==> src/rtl/instr_encoder_pkg.sv <==
// Shared definitions for the MIPS-subset instruction encoder: symbolic operation
// codes, the opcode/funct map used by the core's control decoder, and word-packing
// helpers.
package instr_encoder_pkg;

    // Symbolic operation presented on the request port; values 24-31 are illegal.
    typedef enum logic [4:0] {
        OpAdd  = 5'd0,  OpSub  = 5'd1,  OpAnd  = 5'd2,  OpOr   = 5'd3,
        OpSlt  = 5'd4,  OpNor  = 5'd5,  OpAddi = 5'd6,  OpSubi = 5'd7,
        OpAndi = 5'd8,  OpOri  = 5'd9,  OpSlti = 5'd10, OpLw   = 5'd11,
        OpLh   = 5'd12, OpLb   = 5'd13, OpSw   = 5'd14, OpSh   = 5'd15,
        OpSb   = 5'd16, OpLui  = 5'd17, OpBeq  = 5'd18, OpBne  = 5'd19,
        OpBgez = 5'd20, OpJ    = 5'd21, OpJal  = 5'd22, OpJr   = 5'd23
    } op_e;

    // Loader state: no word held, word waiting for memory, or memory exhausted.
    typedef enum logic [1:0] {
        StEmpty = 2'd0,
        StPend  = 2'd1,
        StFull  = 2'd2
    } enc_state_e;

    // Primary opcodes (bits 31:26).
    localparam logic [5:0] OpcRtype = 6'b000000;
    localparam logic [5:0] OpcBgez  = 6'b000001;
    localparam logic [5:0] OpcJ     = 6'b000010;
    localparam logic [5:0] OpcJal   = 6'b000011;
    localparam logic [5:0] OpcBeq   = 6'b000100;
    localparam logic [5:0] OpcBne   = 6'b000101;
    localparam logic [5:0] OpcAddi  = 6'b001000;
    localparam logic [5:0] OpcSlti  = 6'b001010;
    localparam logic [5:0] OpcAndi  = 6'b001100;
    localparam logic [5:0] OpcOri   = 6'b001101;
    localparam logic [5:0] OpcLui   = 6'b001111;
    localparam logic [5:0] OpcLb    = 6'b100000;
    localparam logic [5:0] OpcLh    = 6'b100001;
    localparam logic [5:0] OpcLw    = 6'b100011;
    localparam logic [5:0] OpcSb    = 6'b101000;
    localparam logic [5:0] OpcSh    = 6'b101001;
    localparam logic [5:0] OpcSw    = 6'b101011;
    localparam logic [5:0] OpcJr    = 6'b111110;
    localparam logic [5:0] OpcSubi  = 6'b111111;

    // R-type function codes (bits 5:0).
    localparam logic [5:0] FnAdd = 6'b100000;
    localparam logic [5:0] FnSub = 6'b100010;
    localparam logic [5:0] FnAnd = 6'b100100;
    localparam logic [5:0] FnOr  = 6'b100101;
    localparam logic [5:0] FnSlt = 6'b101010;
    localparam logic [5:0] FnNor = 6'b100111;

    // BGEZ shares the REGIMM opcode; the rt field selects the condition.
    localparam logic [4:0] BgezRt = 5'b00001;

    function automatic logic [31:0] pack_r(input logic [4:0] rs, input logic [4:0] rt,
                                           input logic [4:0] rd, input logic [5:0] fn);
        return {OpcRtype, rs, rt, rd, 5'b00000, fn};
    endfunction

    function automatic logic [31:0] pack_i(input logic [5:0] opc, input logic [4:0] rs,
                                           input logic [4:0] rt, input logic [15:0] imm);
        return {opc, rs, rt, imm};
    endfunction

endpackage

==> src/rtl/instr_pack.sv <==
// Combinational packer: symbolic operation plus fields -> 32-bit instruction word,
// with illegal-op and immediate-range flags.
// Optional feature macro: ENC_CHECK_EN (immediate range checking).
module instr_pack
    import instr_encoder_pkg::*;
(
    input  logic [4:0]  op_i,
    input  logic [4:0]  rs_i,
    input  logic [4:0]  rt_i,
    input  logic [4:0]  rd_i,
    input  logic [25:0] imm_i,
    output logic [31:0] word_o,
    output logic        illegal_o,
    output logic        range_err_o
);

    // How the upper immediate bits must look for the op to be representable.
    typedef enum logic [1:0] {ImmNone, ImmSigned, ImmZero} imm_kind_e;

    imm_kind_e   imm_kind;
    logic [15:0] imm16;

    assign imm16 = imm_i[15:0];

    // Select the encoding for the requested operation.
    always_comb begin
        word_o    = '0;
        illegal_o = 1'b0;
        imm_kind  = ImmNone;
        case (op_i)
            OpAdd:  word_o = pack_r(rs_i, rt_i, rd_i, FnAdd);
            OpSub:  word_o = pack_r(rs_i, rt_i, rd_i, FnSub);
            OpAnd:  word_o = pack_r(rs_i, rt_i, rd_i, FnAnd);
            OpOr:   word_o = pack_r(rs_i, rt_i, rd_i, FnOr);
            OpSlt:  word_o = pack_r(rs_i, rt_i, rd_i, FnSlt);
            OpNor:  word_o = pack_r(rs_i, rt_i, rd_i, FnNor);
            OpAddi: begin word_o = pack_i(OpcAddi, rs_i, rt_i, imm16); imm_kind = ImmSigned; end
            OpSubi: begin word_o = pack_i(OpcSubi, rs_i, rt_i, imm16); imm_kind = ImmSigned; end
            OpAndi: begin word_o = pack_i(OpcAndi, rs_i, rt_i, imm16); imm_kind = ImmZero;   end
            OpOri:  begin word_o = pack_i(OpcOri,  rs_i, rt_i, imm16); imm_kind = ImmZero;   end
            OpSlti: begin word_o = pack_i(OpcSlti, rs_i, rt_i, imm16); imm_kind = ImmSigned; end
            OpLw:   begin word_o = pack_i(OpcLw,   rs_i, rt_i, imm16); imm_kind = ImmSigned; end
            OpLh:   begin word_o = pack_i(OpcLh,   rs_i, rt_i, imm16); imm_kind = ImmSigned; end
            OpLb:   begin word_o = pack_i(OpcLb,   rs_i, rt_i, imm16); imm_kind = ImmSigned; end
            OpSw:   begin word_o = pack_i(OpcSw,   rs_i, rt_i, imm16); imm_kind = ImmSigned; end
            OpSh:   begin word_o = pack_i(OpcSh,   rs_i, rt_i, imm16); imm_kind = ImmSigned; end
            OpSb:   begin word_o = pack_i(OpcSb,   rs_i, rt_i, imm16); imm_kind = ImmSigned; end
            // LUI has no source register; rs is forced to zero.
            OpLui:  begin word_o = pack_i(OpcLui,  5'd0, rt_i, imm16); imm_kind = ImmZero;   end
            OpBeq:  begin word_o = pack_i(OpcBeq,  rs_i, rt_i, imm16); imm_kind = ImmSigned; end
            OpBne:  begin word_o = pack_i(OpcBne,  rs_i, rt_i, imm16); imm_kind = ImmSigned; end
            OpBgez: begin
                word_o   = pack_i(OpcBgez, rs_i, BgezRt, imm16);
                imm_kind = ImmSigned;
            end
            OpJ:    word_o = {OpcJ, imm_i};
            OpJal:  word_o = {OpcJal, imm_i};
            OpJr:   word_o = {OpcJr, rs_i, 21'b0};
            default: illegal_o = 1'b1;
        endcase
    end

`ifdef ENC_CHECK_EN
    logic sext_ok;
    logic zext_ok;

    assign sext_ok = (imm_i[25:16] == {10{imm_i[15]}});
    assign zext_ok = (imm_i[25:16] == 10'd0);

    // Flag immediates that would lose information when truncated to 16 bits.
    always_comb begin
        range_err_o = 1'b0;
        case (imm_kind)
            ImmSigned: range_err_o = !sext_ok;
            ImmZero:   range_err_o = !zext_ok;
            default:   range_err_o = 1'b0;
        endcase
    end
`else
    logic unused_imm_kind;

    assign unused_imm_kind = ^imm_kind;
    assign range_err_o     = 1'b0;
`endif

endmodule

==> src/rtl/instr_encoder.sv <==
// Sequential instruction encoder / instruction-memory loader. Accepts one symbolic
// instruction per handshake, packs it and writes it to consecutive word addresses.
// Optional feature macro: ENC_CHECK_EN (immediate range checking, sets err_range_o).
module instr_encoder
    import instr_encoder_pkg::*;
#(
    parameter int unsigned ADDR_W    = 8,
    parameter int unsigned BASE_ADDR = 0
) (
    input  logic              clk_i,
    input  logic              rst_i,
    input  logic              clear_i,
    input  logic              in_valid_i,
    output logic              in_ready_o,
    input  logic [4:0]        in_op_i,
    input  logic [4:0]        in_rs_i,
    input  logic [4:0]        in_rt_i,
    input  logic [4:0]        in_rd_i,
    input  logic [25:0]       in_imm_i,
    output logic              imem_valid_o,
    input  logic              imem_ready_i,
    output logic [ADDR_W-1:0] imem_addr_o,
    output logic [31:0]       imem_wdata_o,
    output logic [ADDR_W:0]   count_o,
    output logic              full_o,
    output logic              err_illegal_o,
    output logic              err_range_o
);

    localparam logic [ADDR_W-1:0] BaseAddr = ADDR_W'(BASE_ADDR);
    localparam logic [ADDR_W-1:0] LastAddr = '1;

    enc_state_e        state_q, state_d;
    logic [ADDR_W-1:0] addr_q, addr_d;
    logic [31:0]       wdata_q, wdata_d;
    logic [ADDR_W:0]   count_q, count_d;
    logic              err_ill_q, err_ill_d;
    logic              err_rng_q, err_rng_d;

    logic [31:0] pack_word;
    logic        pack_illegal;
    logic        pack_range;
    logic        write_done;
    logic        last_pend;
    logic        accept;

    instr_pack u_pack (
        .op_i        (in_op_i),
        .rs_i        (in_rs_i),
        .rt_i        (in_rt_i),
        .rd_i        (in_rd_i),
        .imm_i       (in_imm_i),
        .word_o      (pack_word),
        .illegal_o   (pack_illegal),
        .range_err_o (pack_range)
    );

    assign write_done = (state_q == StPend) && imem_ready_i;
    // The final slot is pending: a word taken now would have nowhere to go, so hold off.
    assign last_pend  = (state_q == StPend) && (addr_q == LastAddr);
    assign in_ready_o = (state_q == StEmpty) ||
                        ((state_q == StPend) && imem_ready_i && !last_pend);
    assign accept     = in_valid_i && in_ready_o;

    // Next-state: retire the pending write, then latch a newly accepted word.
    always_comb begin
        state_d   = state_q;
        addr_d    = addr_q;
        wdata_d   = wdata_q;
        count_d   = count_q;
        err_ill_d = err_ill_q;
        err_rng_d = err_rng_q;
        if (clear_i) begin
            state_d   = StEmpty;
            addr_d    = BaseAddr;
            wdata_d   = '0;
            count_d   = '0;
            err_ill_d = 1'b0;
            err_rng_d = 1'b0;
        end else begin
            if (write_done) begin
                count_d = count_q + 1'b1;
                if (addr_q == LastAddr) begin
                    state_d = StFull;
                end else begin
                    addr_d  = addr_q + 1'b1;
                    state_d = StEmpty;
                end
            end
            if (accept) begin
                if (pack_illegal) begin
                    err_ill_d = 1'b1;
                end else if (pack_range) begin
                    err_rng_d = 1'b1;
                end else begin
                    wdata_d = pack_word;
                    state_d = StPend;
                end
            end
        end
    end

    // State and datapath registers.
    always_ff @(posedge clk_i or posedge rst_i) begin
        if (rst_i) begin
            state_q   <= StEmpty;
            addr_q    <= BaseAddr;
            wdata_q   <= '0;
            count_q   <= '0;
            err_ill_q <= 1'b0;
            err_rng_q <= 1'b0;
        end else begin
            state_q   <= state_d;
            addr_q    <= addr_d;
            wdata_q   <= wdata_d;
            count_q   <= count_d;
            err_ill_q <= err_ill_d;
            err_rng_q <= err_rng_d;
        end
    end

    assign imem_valid_o  = (state_q == StPend);
    assign imem_addr_o   = addr_q;
    assign imem_wdata_o  = wdata_q;
    assign count_o       = count_q;
    assign full_o        = (state_q == StFull);
    assign err_illegal_o = err_ill_q;
    assign err_range_o   = err_rng_q;

endmodule
==> config.mk <==
export PLATFORM = sky130hd
export DESIGN_NAME = instr_encoder
export DESIGN_NICKNAME = d
export VERILOG_FILES = /design/src/rtl/instr_encoder_pkg.sv /design/src/rtl/instr_pack.sv /design/src/rtl/instr_encoder.sv
export SDC_FILE = /design/constraint.sdc
export NUM_CORES = 1
export LEC_CHECK = 0
export ABC_AREA = 1
export ABC_CLOCK_PERIOD_IN_PS = 4000
export CORE_MARGIN = 4
export CORE_UTILIZATION = 36
export DETAILED_ROUTE_END_ITERATION = 10
export PLACE_DENSITY = 0.74
export SYNTH_ARGS = -nofsm -noshare
export SYNTH_HDL_FRONTEND = slang
export SYNTH_SLANG_ARGS = --single-unit
==> constraint.sdc <==
create_clock -name clk_i -period 4 [get_ports clk_i]
set_input_delay 1 -clock clk_i [delete_from_list [all_inputs] [get_ports clk_i]]
set_output_delay 1 -clock clk_i [all_outputs]
set_load 0.05 [all_outputs]
Word level (Yosys, flattened, before mapping):

Cells that the tools add are included.

* register bits: 52
* bits of input ports: 51
* output and inout port bits: 54
* logic and storage cells: 67

* add/subtract/negate cells: 2
* equal/unequal tests: 28
* mux-type cells: 17
* reductions and logical operators: 15

Operators with widths (count)
* case mux 32 bit (24 select lines): 1
* 2-to-1 mux 32 bit: 3
* == test 5 x 4 -> 1 bit (second input constant): 8
* == test 5 bit (second input constant): 8
* 2-to-1 mux 8 bit: 3
* OR reduction 24 bit: 1
* == test 5 x 3 -> 1 bit (second input constant): 4
* 2-to-1 mux 9 bit: 2
* == test 5 x 2 -> 1 bit (second input constant): 2
* 2-to-1 mux 2 bit: 5
* adder 9 x 1 -> 9 bit (second input constant): 1
* adder 8 x 1 -> 8 bit (second input constant): 1
* == test 8 bit (second input constant): 1
* AND reduction 2 bit: 3
* nonzero test 2 bit: 3
* == test 5 x 1 -> 1 bit (second input constant): 1
* zero test 5 bit: 1
* logical AND 1 bit: 4
* 2-to-1 mux 1 bit: 3
* == test 2 x 1 -> 1 bit (second input constant): 1
* == test 2 bit (second input constant): 1
* zero test 2 bit: 1
* != test 2 x 1 -> 1 bit (second input constant): 1
* != test 2 bit (second input constant): 1
* 2 further kinds: 2

Depth between registers and ports, before layout:

Gate-level depths: netlist of run 1.

* word-level depth: 8
* depth in mapped cells: 11
* gate-level depth less buffers: 10

Cells and area by module:

Synthesis of run 1 repeated with hierarchy kept, for this count alone.

* cells, all modules: 528
* area total of the unflattened synthesis: 3408.3 um^2

By module, submodules not included
* instr_encoder: instances 1, cells each 351, area each 2648.8 um^2, seq. area each 1326.3 um^2
* instr_pack: instances 1, cells each 177, area each 759.5 um^2, seq. area each 0.0 um^2

Worst setup path before layout of run 1:

OpenSTA, ideal clock, no wires.

* path kind: input to output
* start: in imem_ready_i
* end: out in_ready_o
* arrival: 1.454 ns
* path slack: 1.546 ns
* cell stages on the path: 4
* buffers on the path: 0
* cell sequence: nand3_4 > clkinv_2 > nand2_4 > nand2_4

* cells in the longest elaborated chain, start to end: 3

RTL lines
* from (decl): RTL line instr_encoder.sv:21 `input logic imem_ready_i,`
* logical AND 1 bit (2 in series): RTL line instr_encoder.sv:62 `((state_q == StPend) && imem_ready_i && !last_pend);`
* logical OR 1 bit: RTL line instr_encoder.sv:61 `assign in_ready_o = (state_q == StEmpty) ||`
* to (decl): RTL line instr_encoder.sv:14 `output logic in_ready_o,`

No other way between the ends.

Final worst setup path of run 1:

Ends and elaborated chain as after synthesis.

==> qor.csv, run 1 <==
stage,metric,value,unit
detailed_routing,remaining_drc_errors,0,
critical_path,crit_type,primary input to output port,
logic_synthesis,async_flop_share,100,%
logic_synthesis,syn_avg_cell_area,7.26,um^2
cts,cts_tree,done,
timing,clock.fmax,316,MHz
critical_path,critPathMaxFanout,9,
place,post_dp_cell_area,0.00399,mm^2
floorplan,row_count,32,
pwr,switchingPower,0.391,mW
pwr,seqPwrFrac,48.0,%
pwr,p_comb_share,28.4,%
grt,grt_pass1_wl,13.8,mm
layout,final_util,52.1,%
floorplan,io_pins,105,
timing,maxSlewHeadroom,28.2,%
timing,grt_setup_unrepaired,false,
timing,min_period_over_period,79.1,%
logic_synthesis,synth_fp_nets,456,
timing,finalHoldViolations,0,
layout,multi_input_area,0.00138,mm^2
timing,finalCriticalPeriod,3160,ps
floorplan,fp.dieH,98.2,um
logic_synthesis,synth-edff-count,0,
layout,final_common_cell,nand2_1,
pwr,p_int,0.785,mW
status,run_status,completed,
logic_synthesis,ys_types,33,
place,io_buffer_count,103,
critical_path,cp-start-kind,primary input,
layout,drive_gt1_share,4.42,%
pwr,peakVddDrop,148,uV
cts,cts_hold_buf,0,
timing,worst_pin_slew,1070,ps
floorplan,die_x,98.2,um
logic_synthesis,synth_ff_type,dfrtp_1,
floorplan,initial_core_util,37.5,%
layout,antennaDiodeCount,0,
pwr,power_density,289,mW/mm^2
grt,overflow,0,
detailed_routing,wl_per_cell,13.2,um
logic_synthesis,syn_area,0.00293,mm^2
layout,fillers,775,
layout,seq_area,0.00130,mm^2
cts,numCtsBuffers,5,
hold_path,hp-class,flip-flop to flip-flop,
place,routabilityCongestion,0.899,
cts,worstSkewPairLatency,290,ps
layout,postLayoutCellArea,0.00407,mm^2
cts,cts_setup_buffers,0,
pwr,switching_share,33.3,%
cts,h-tree-depth,2,
detailed_routing,vias_per_cell,4.90,
floorplan,coreArea,0.00781,mm^2
floorplan,dieArea,0.00964,mm^2
grt,grt_start_max_net_pins,53,
place,pre_cts_ws,835,ps
timing,layout_setup_ws,837,ps
layout,area_growth,39.1,%
logic_synthesis,synthCells,403,
critical_path,arrival,2160,ps
cts,clk_path_buf_depth,2,
layout,mostFrequentLayoutCells,"148 x nand2_1, 102 x clkdlybuf4s50_1, 52 x dfrtp_1",
detailed_routing,firstDrtPassIters,7,
timing,fin_hold_ws,523,ps
detailed_routing,antenna_left,0,
timing,finalSetupViolCount,0,
critical_path,critPathRequiredTime,3000,ps
grt,grt_pass1_vias,2889,
job,cap_violations,0,
cts,cts-resized-gates,0,
critical_path,end_kind,output port,
layout,finalNetCount,551,
logic_synthesis,ys_warn_count,0,
timing,tns,0,ps
grt,antenna_found_initial,0,
place,hpwl,6.06,mm
grt,grt_usage,17.0,%
timing,clock-skew-final,7.84,ps
detailed_routing,drt-total-wl,7.94,mm
pwr,leakagePower,1.97,nW
timing,slew_violations,0,
logic_synthesis,ys_seq_elements,52,
detailed_routing,drt-initial-drc-count,137,
logic_synthesis,yosysSeqAreaShare,44.5,%
pwr,clkPwrFrac,23.6,%
cts,cts_num_sinks,52,
cts,cts.clk_slew.worst_paths,90,ps
detailed_routing,vias,2941,
cts,cts-root-buf,clkbuf_8,
-- flip-flops by register name (all words and copies together) (netlist names) --
signal	cells
err_illegal_o	1
count_o	9
imem_wdata_o	32
state_q	2
imem_addr_o	8
-- cells in the mapped netlist, drive strengths merged (2+ instances only) --
cell	number	area [um^2]
a211oi	3	22.5
a21oi	12	60.1
buf	13	85.1
clkbuf	3	11.3
clkinv	2	8.75
dfrtp	52	1300
ha	2	25.0
inv	38	143
nand2	150	578
nand3	49	275
nand4	8	56.3
nor2	24	108
nor3	7	35.0
o211ai	2	15.0
o21ai	30	150
-- final cells by class --
type	instances	share of cell area (%)
Multi-Input combinational cell	295	33.8
Sequential cell	52	32.0
Timing Repair Buffer	104	25.4
Inverter	40	3.72
Tap cell	102	3.13
Clock buffer	6	1.78
Clock inverter	1	0.123
-- power by group through the flow --
stage	Sequential [mW]	Combinational [mW]	Clock [mW]
after CTS	0.564	0.337	0.291
after global placement	0.574	0.332	0
final	0.564	0.334	0.278
after floorplan	0.645	0.137	0
after global routing	0.568	0.362	0.315
after detailed placement	0.575	0.336	0
-- routing by layer --
layer / track usage (%) / wire length, um / up-vias / part of all wire (%)
met5: 0 / 0 / - / 0
met4: 4.73 / 79 / 0 / 1.0
met3: 2.07 / 402 / 9 / 5.1
met2: 30.5 / 4040 / 93 / 51
met1: 21.5 / 3420 / 1352 / 43
li1: - / - / 1487 / -
-- cells by family after synthesis --
group	count (synthesis)	synth area share, %
and+or+nand+nor	240	36.4
buffers and inverters	56	8.46
DFF	52	44.5
AOI/OAI and AO/OA	51	9.41
adders and majority gates	2	0.855
xor gates and xnor gates	1	0.299
other	1	0.128
-- worst max-delay path, cell delays in order --
cell and delay, ps:
clkdlybuf4s50_1 510, nand3_4 130, clkinv_2 120, nand2_4 100
nand2_4 90, buf_4 200
-- per-stage QoR --
step / cells / power [mW]
after floorplan: 403 / 0.782
after global placement: 593 / 0.907
after detailed placement: 593 / 0.911
after CTS: 600 / 1.19
after global routing: 600 / 1.24
final: 600 / 1.18
-- worst paths after layout --
| kind | startpoint | to | slack [ps] | cells after the start |
|---|---|---|---|---|
| max in group asynchronous | rst_i | imem_wdata_o[25] | 2040 | 2 |
| max reg2reg | imem_addr_o[0] | imem_wdata_o[17] | 1790 | 10 |
| min reg2reg | imem_wdata_o[5] | imem_wdata_o[5] | 520 | 2 |
| min in group asynchronous | rst_i | imem_wdata_o[9] | 1290 | 2 |
| max | imem_ready_i | in_ready_o | 840 | 6 |
| min | imem_wdata_o[5] | imem_wdata_o[5] | 520 | 2 |
No activity file was read; power rests on OpenSTA's default activity.
==> inputs of run 2 (changes only) <==
--- a/config.mk
+++ b/config.mk
@@ -6,11 +6,11 @@
 export NUM_CORES = 1
 export LEC_CHECK = 0
 export ABC_AREA = 1
-export ABC_CLOCK_PERIOD_IN_PS = 4000
+export ABC_CLOCK_PERIOD_IN_PS = 2670
 export CORE_MARGIN = 4
 export CORE_UTILIZATION = 36
 export DETAILED_ROUTE_END_ITERATION = 10
-export PLACE_DENSITY = 0.74
+export PLACE_DENSITY = 0.76
 export SYNTH_ARGS = -nofsm -noshare
 export SYNTH_HDL_FRONTEND = slang
 export SYNTH_SLANG_ARGS = --single-unit
==> constraint.sdc (replaced) <==
create_clock -name clk_i -period 2.67 [get_ports clk_i]
set_input_delay 0.6675 -clock clk_i [delete_from_list [all_inputs] [get_ports clk_i]]
set_output_delay 0.6675 -clock clk_i [all_outputs]
set_load 0.05 [all_outputs]
==> run 2 against run 1 <==
Against the previous run:
- final cell count grew 1.7%
- global-route usage down 0.40 points
- total power up 62%
- sequential power is 50% higher
- non-clock buffer count up 9
- routed wire length is 0.24% lower
- die area is the same
- worst setup slack worse by 610 ps
- combinational power rose by 58%
- utilization rose by 1.7 points
- clock-buffer cell count did not move
- hold slack worse by 6.7 ps
- critical path type unchanged
- critical endpoint unchanged
==> qor.csv, run 2 (same netlist as run 1, synthesis figures left out) <==
stage,metric,value,unit,change
status,run_status,completed,,unchanged
pwr,peakVddDrop,250,uV,was 148 uV
critical_path,r2r_cells,10,,unchanged
timing,finalCriticalPeriod,2440,ps,
floorplan,die_x,98.2,um,unchanged
detailed_routing,highest_layer,met4,,unchanged
job,cap_violations,0,,unchanged
place,routabilityCongestion,0.885,,was 0.899
floorplan,dieArea,0.00964,mm^2,unchanged
timing,finalHoldViolations,0,,unchanged
place,post_dp_cell_area,0.00410,mm^2,was 0.00399 mm^2
grt,overflow,0,,unchanged
timing,finalSetupViolCount,0,,unchanged
layout,postLayoutCellArea,0.00421,mm^2,was 0.00407 mm^2
detailed_routing,drt-initial-drc-count,175,,was 137
cts,worstSkewPairLatency,300,ps,was 290 ps
detailed_routing,met1Wirelength,3.32,mm,was 3.42 mm
layout,fillers,740,,was 775
layout,drive_gt1_share,6.30,%,was 4.42%
critical_path,crit_type,primary input to output port,,unchanged
cts,cts_setup_buffers,0,,unchanged
floorplan,io_pins,105,,unchanged
critical_path,critPathRequiredTime,2000,ps,was 3000 ps
critical_path,critPathMaxFanout,9,,unchanged
detailed_routing,wl_per_cell,13.0,um,was 13.2 um
place,pre_cts_ws,199,ps,was 835 ps
detailed_routing,remaining_drc_errors,0,,unchanged
detailed_routing,drt-total-wl,7.92,mm,was 7.94 mm
timing,layout_setup_ws,229,ps,was 837 ps
detailed_routing,vias,3017,,was 2941
cts,cts_hold_buf,0,,unchanged
detailed_routing,antenna_left,0,,unchanged
detailed_routing,vias_per_cell,4.95,,was 4.90
cts,numCtsBuffers,5,,unchanged
cts,cts-root-buf,clkbuf_8,,unchanged
timing,grt_setup_unrepaired,false,,unchanged
layout,area_growth,43.7,%,was 39.1%
floorplan,initial_core_util,37.5,%,unchanged
grt,grt_pass1_vias,2850,,was 2889
layout,final_util,53.9,%,was 52.1%
cts,cts.clk_slew.worst_paths,90,ps,about the same
detailed_routing,firstDrtPassIters,5,,was 7
layout,finalNetCount,560,,was 551
critical_path,end_kind,output port,,unchanged
grt,grt_start_max_net_pins,53,,unchanged
timing,tns,0,ps,unchanged
cts,h-tree-depth,2,,unchanged
detailed_routing,wl_met2,4.04,mm,about the same
pwr,leakagePower,2.04,nW,was 1.97 nW
critical_path,cp-start-kind,primary input,,unchanged
pwr,power_density,453,mW/mm^2,was 289 mW/mm^2
layout,antennaDiodeCount,0,,unchanged
timing,slew_violations,0,,unchanged
cts,cts_num_sinks,52,,unchanged
critical_path,arrival,1770,ps,was 2160 ps
grt,grt_pass1_wl,13.4,mm,was 13.8 mm
timing,clock.fmax,410,MHz,
cts,cts_tree,done,,unchanged
floorplan,coreArea,0.00781,mm^2,unchanged
timing,min_period_over_period,91.4,%,
hold_path,hp-class,flip-flop to flip-flop,,unchanged
floorplan,row_count,32,,unchanged
timing,maxSlewHeadroom,63.7,%,was 28.2%
cts,cts-resized-gates,0,,unchanged
grt,antenna_found_initial,0,,unchanged
cts,clk_path_buf_depth,2,,unchanged
place,hpwl,6.12,mm,was 6.06 mm
layout,largest_register_ffs,32,,unchanged
layout,mostFrequentLayoutCells,"148 x nand2_1, 102 x clkdlybuf4s50_1, 52 x dfrtp_1",,unchanged
grt,grt_usage,16.6,%,was 17.0%
timing,clock-skew-final,7.09,ps,was 7.84 ps
floorplan,fp.dieH,98.2,um,unchanged
place,io_buffer_count,103,,unchanged
timing,worst_pin_slew,543,ps,was 1070 ps
detailed_routing,met3_length,499,um,was 402 um
layout,final_common_cell,nand2_1,,unchanged
hold_path,whs_path_depth,2,,unchanged
-- run 2: cell count changes in the layout (fill, tap and decap cells not counted), sizes merged --
cell	before	now
buf	2	11
bufinv	0	1
-- run 2: layer usage --
metal	GRT usage, %	up-vias
li1	-	1506
met1	21.3	1403
met2	28.8	104
met3	2.79	4
met4	4.62	0
met5	0	-
-- run 2: per-stage QoR --
step	instances	hold WS [ps]	power, mW
after detailed placement	602	498	1.39
after global placement	602	495	1.39
final	610	516	1.91
after CTS	610	522	1.93
after global routing	610	548	2.01
after floorplan	403	522	1.17
-- run 2: critical path, cell delays in order --
cell	delay [ps]
clkdlybuf4s50_1	510
nand3_4	130
clkinv_2	110
nand2_4	100
nand2_4	110
buf_12	140
-- run 2: layout make-up --
type	instances	area, um^2	area share, %
flip-flops and latches	52	1300	30.9
repair buffers	113	1140	27.1
well taps	102	128	3.03
multi-input cells	295	1380	32.7
clock inverters	2	35.0	0.833
inverters	40	151	3.60
clock buffers	6	72.6	1.73
-- run 2: final timing paths --
kind	slack [ps]	startpoint	endpoint
max in group asynchronous	1700	rst_i	count_o[6]
hold / removal	520	imem_wdata_o[27]	imem_wdata_o[27]
min in group asynchronous	710	rst_i	imem_wdata_o[8]
setup reg to reg	730	imem_addr_o[0]	imem_wdata_o[17]
setup / recovery	230	imem_ready_i	in_ready_o
hold reg to reg	520	imem_wdata_o[27]	imem_wdata_o[27]
-- run 2: report_power, final --
part | switching (mW) | internal (mW)
clock | 0.253 | 0.279
combinational | 0.329 | 0.200
sequential | 0.0243 | 0.821
total | 0.606 | 1.30
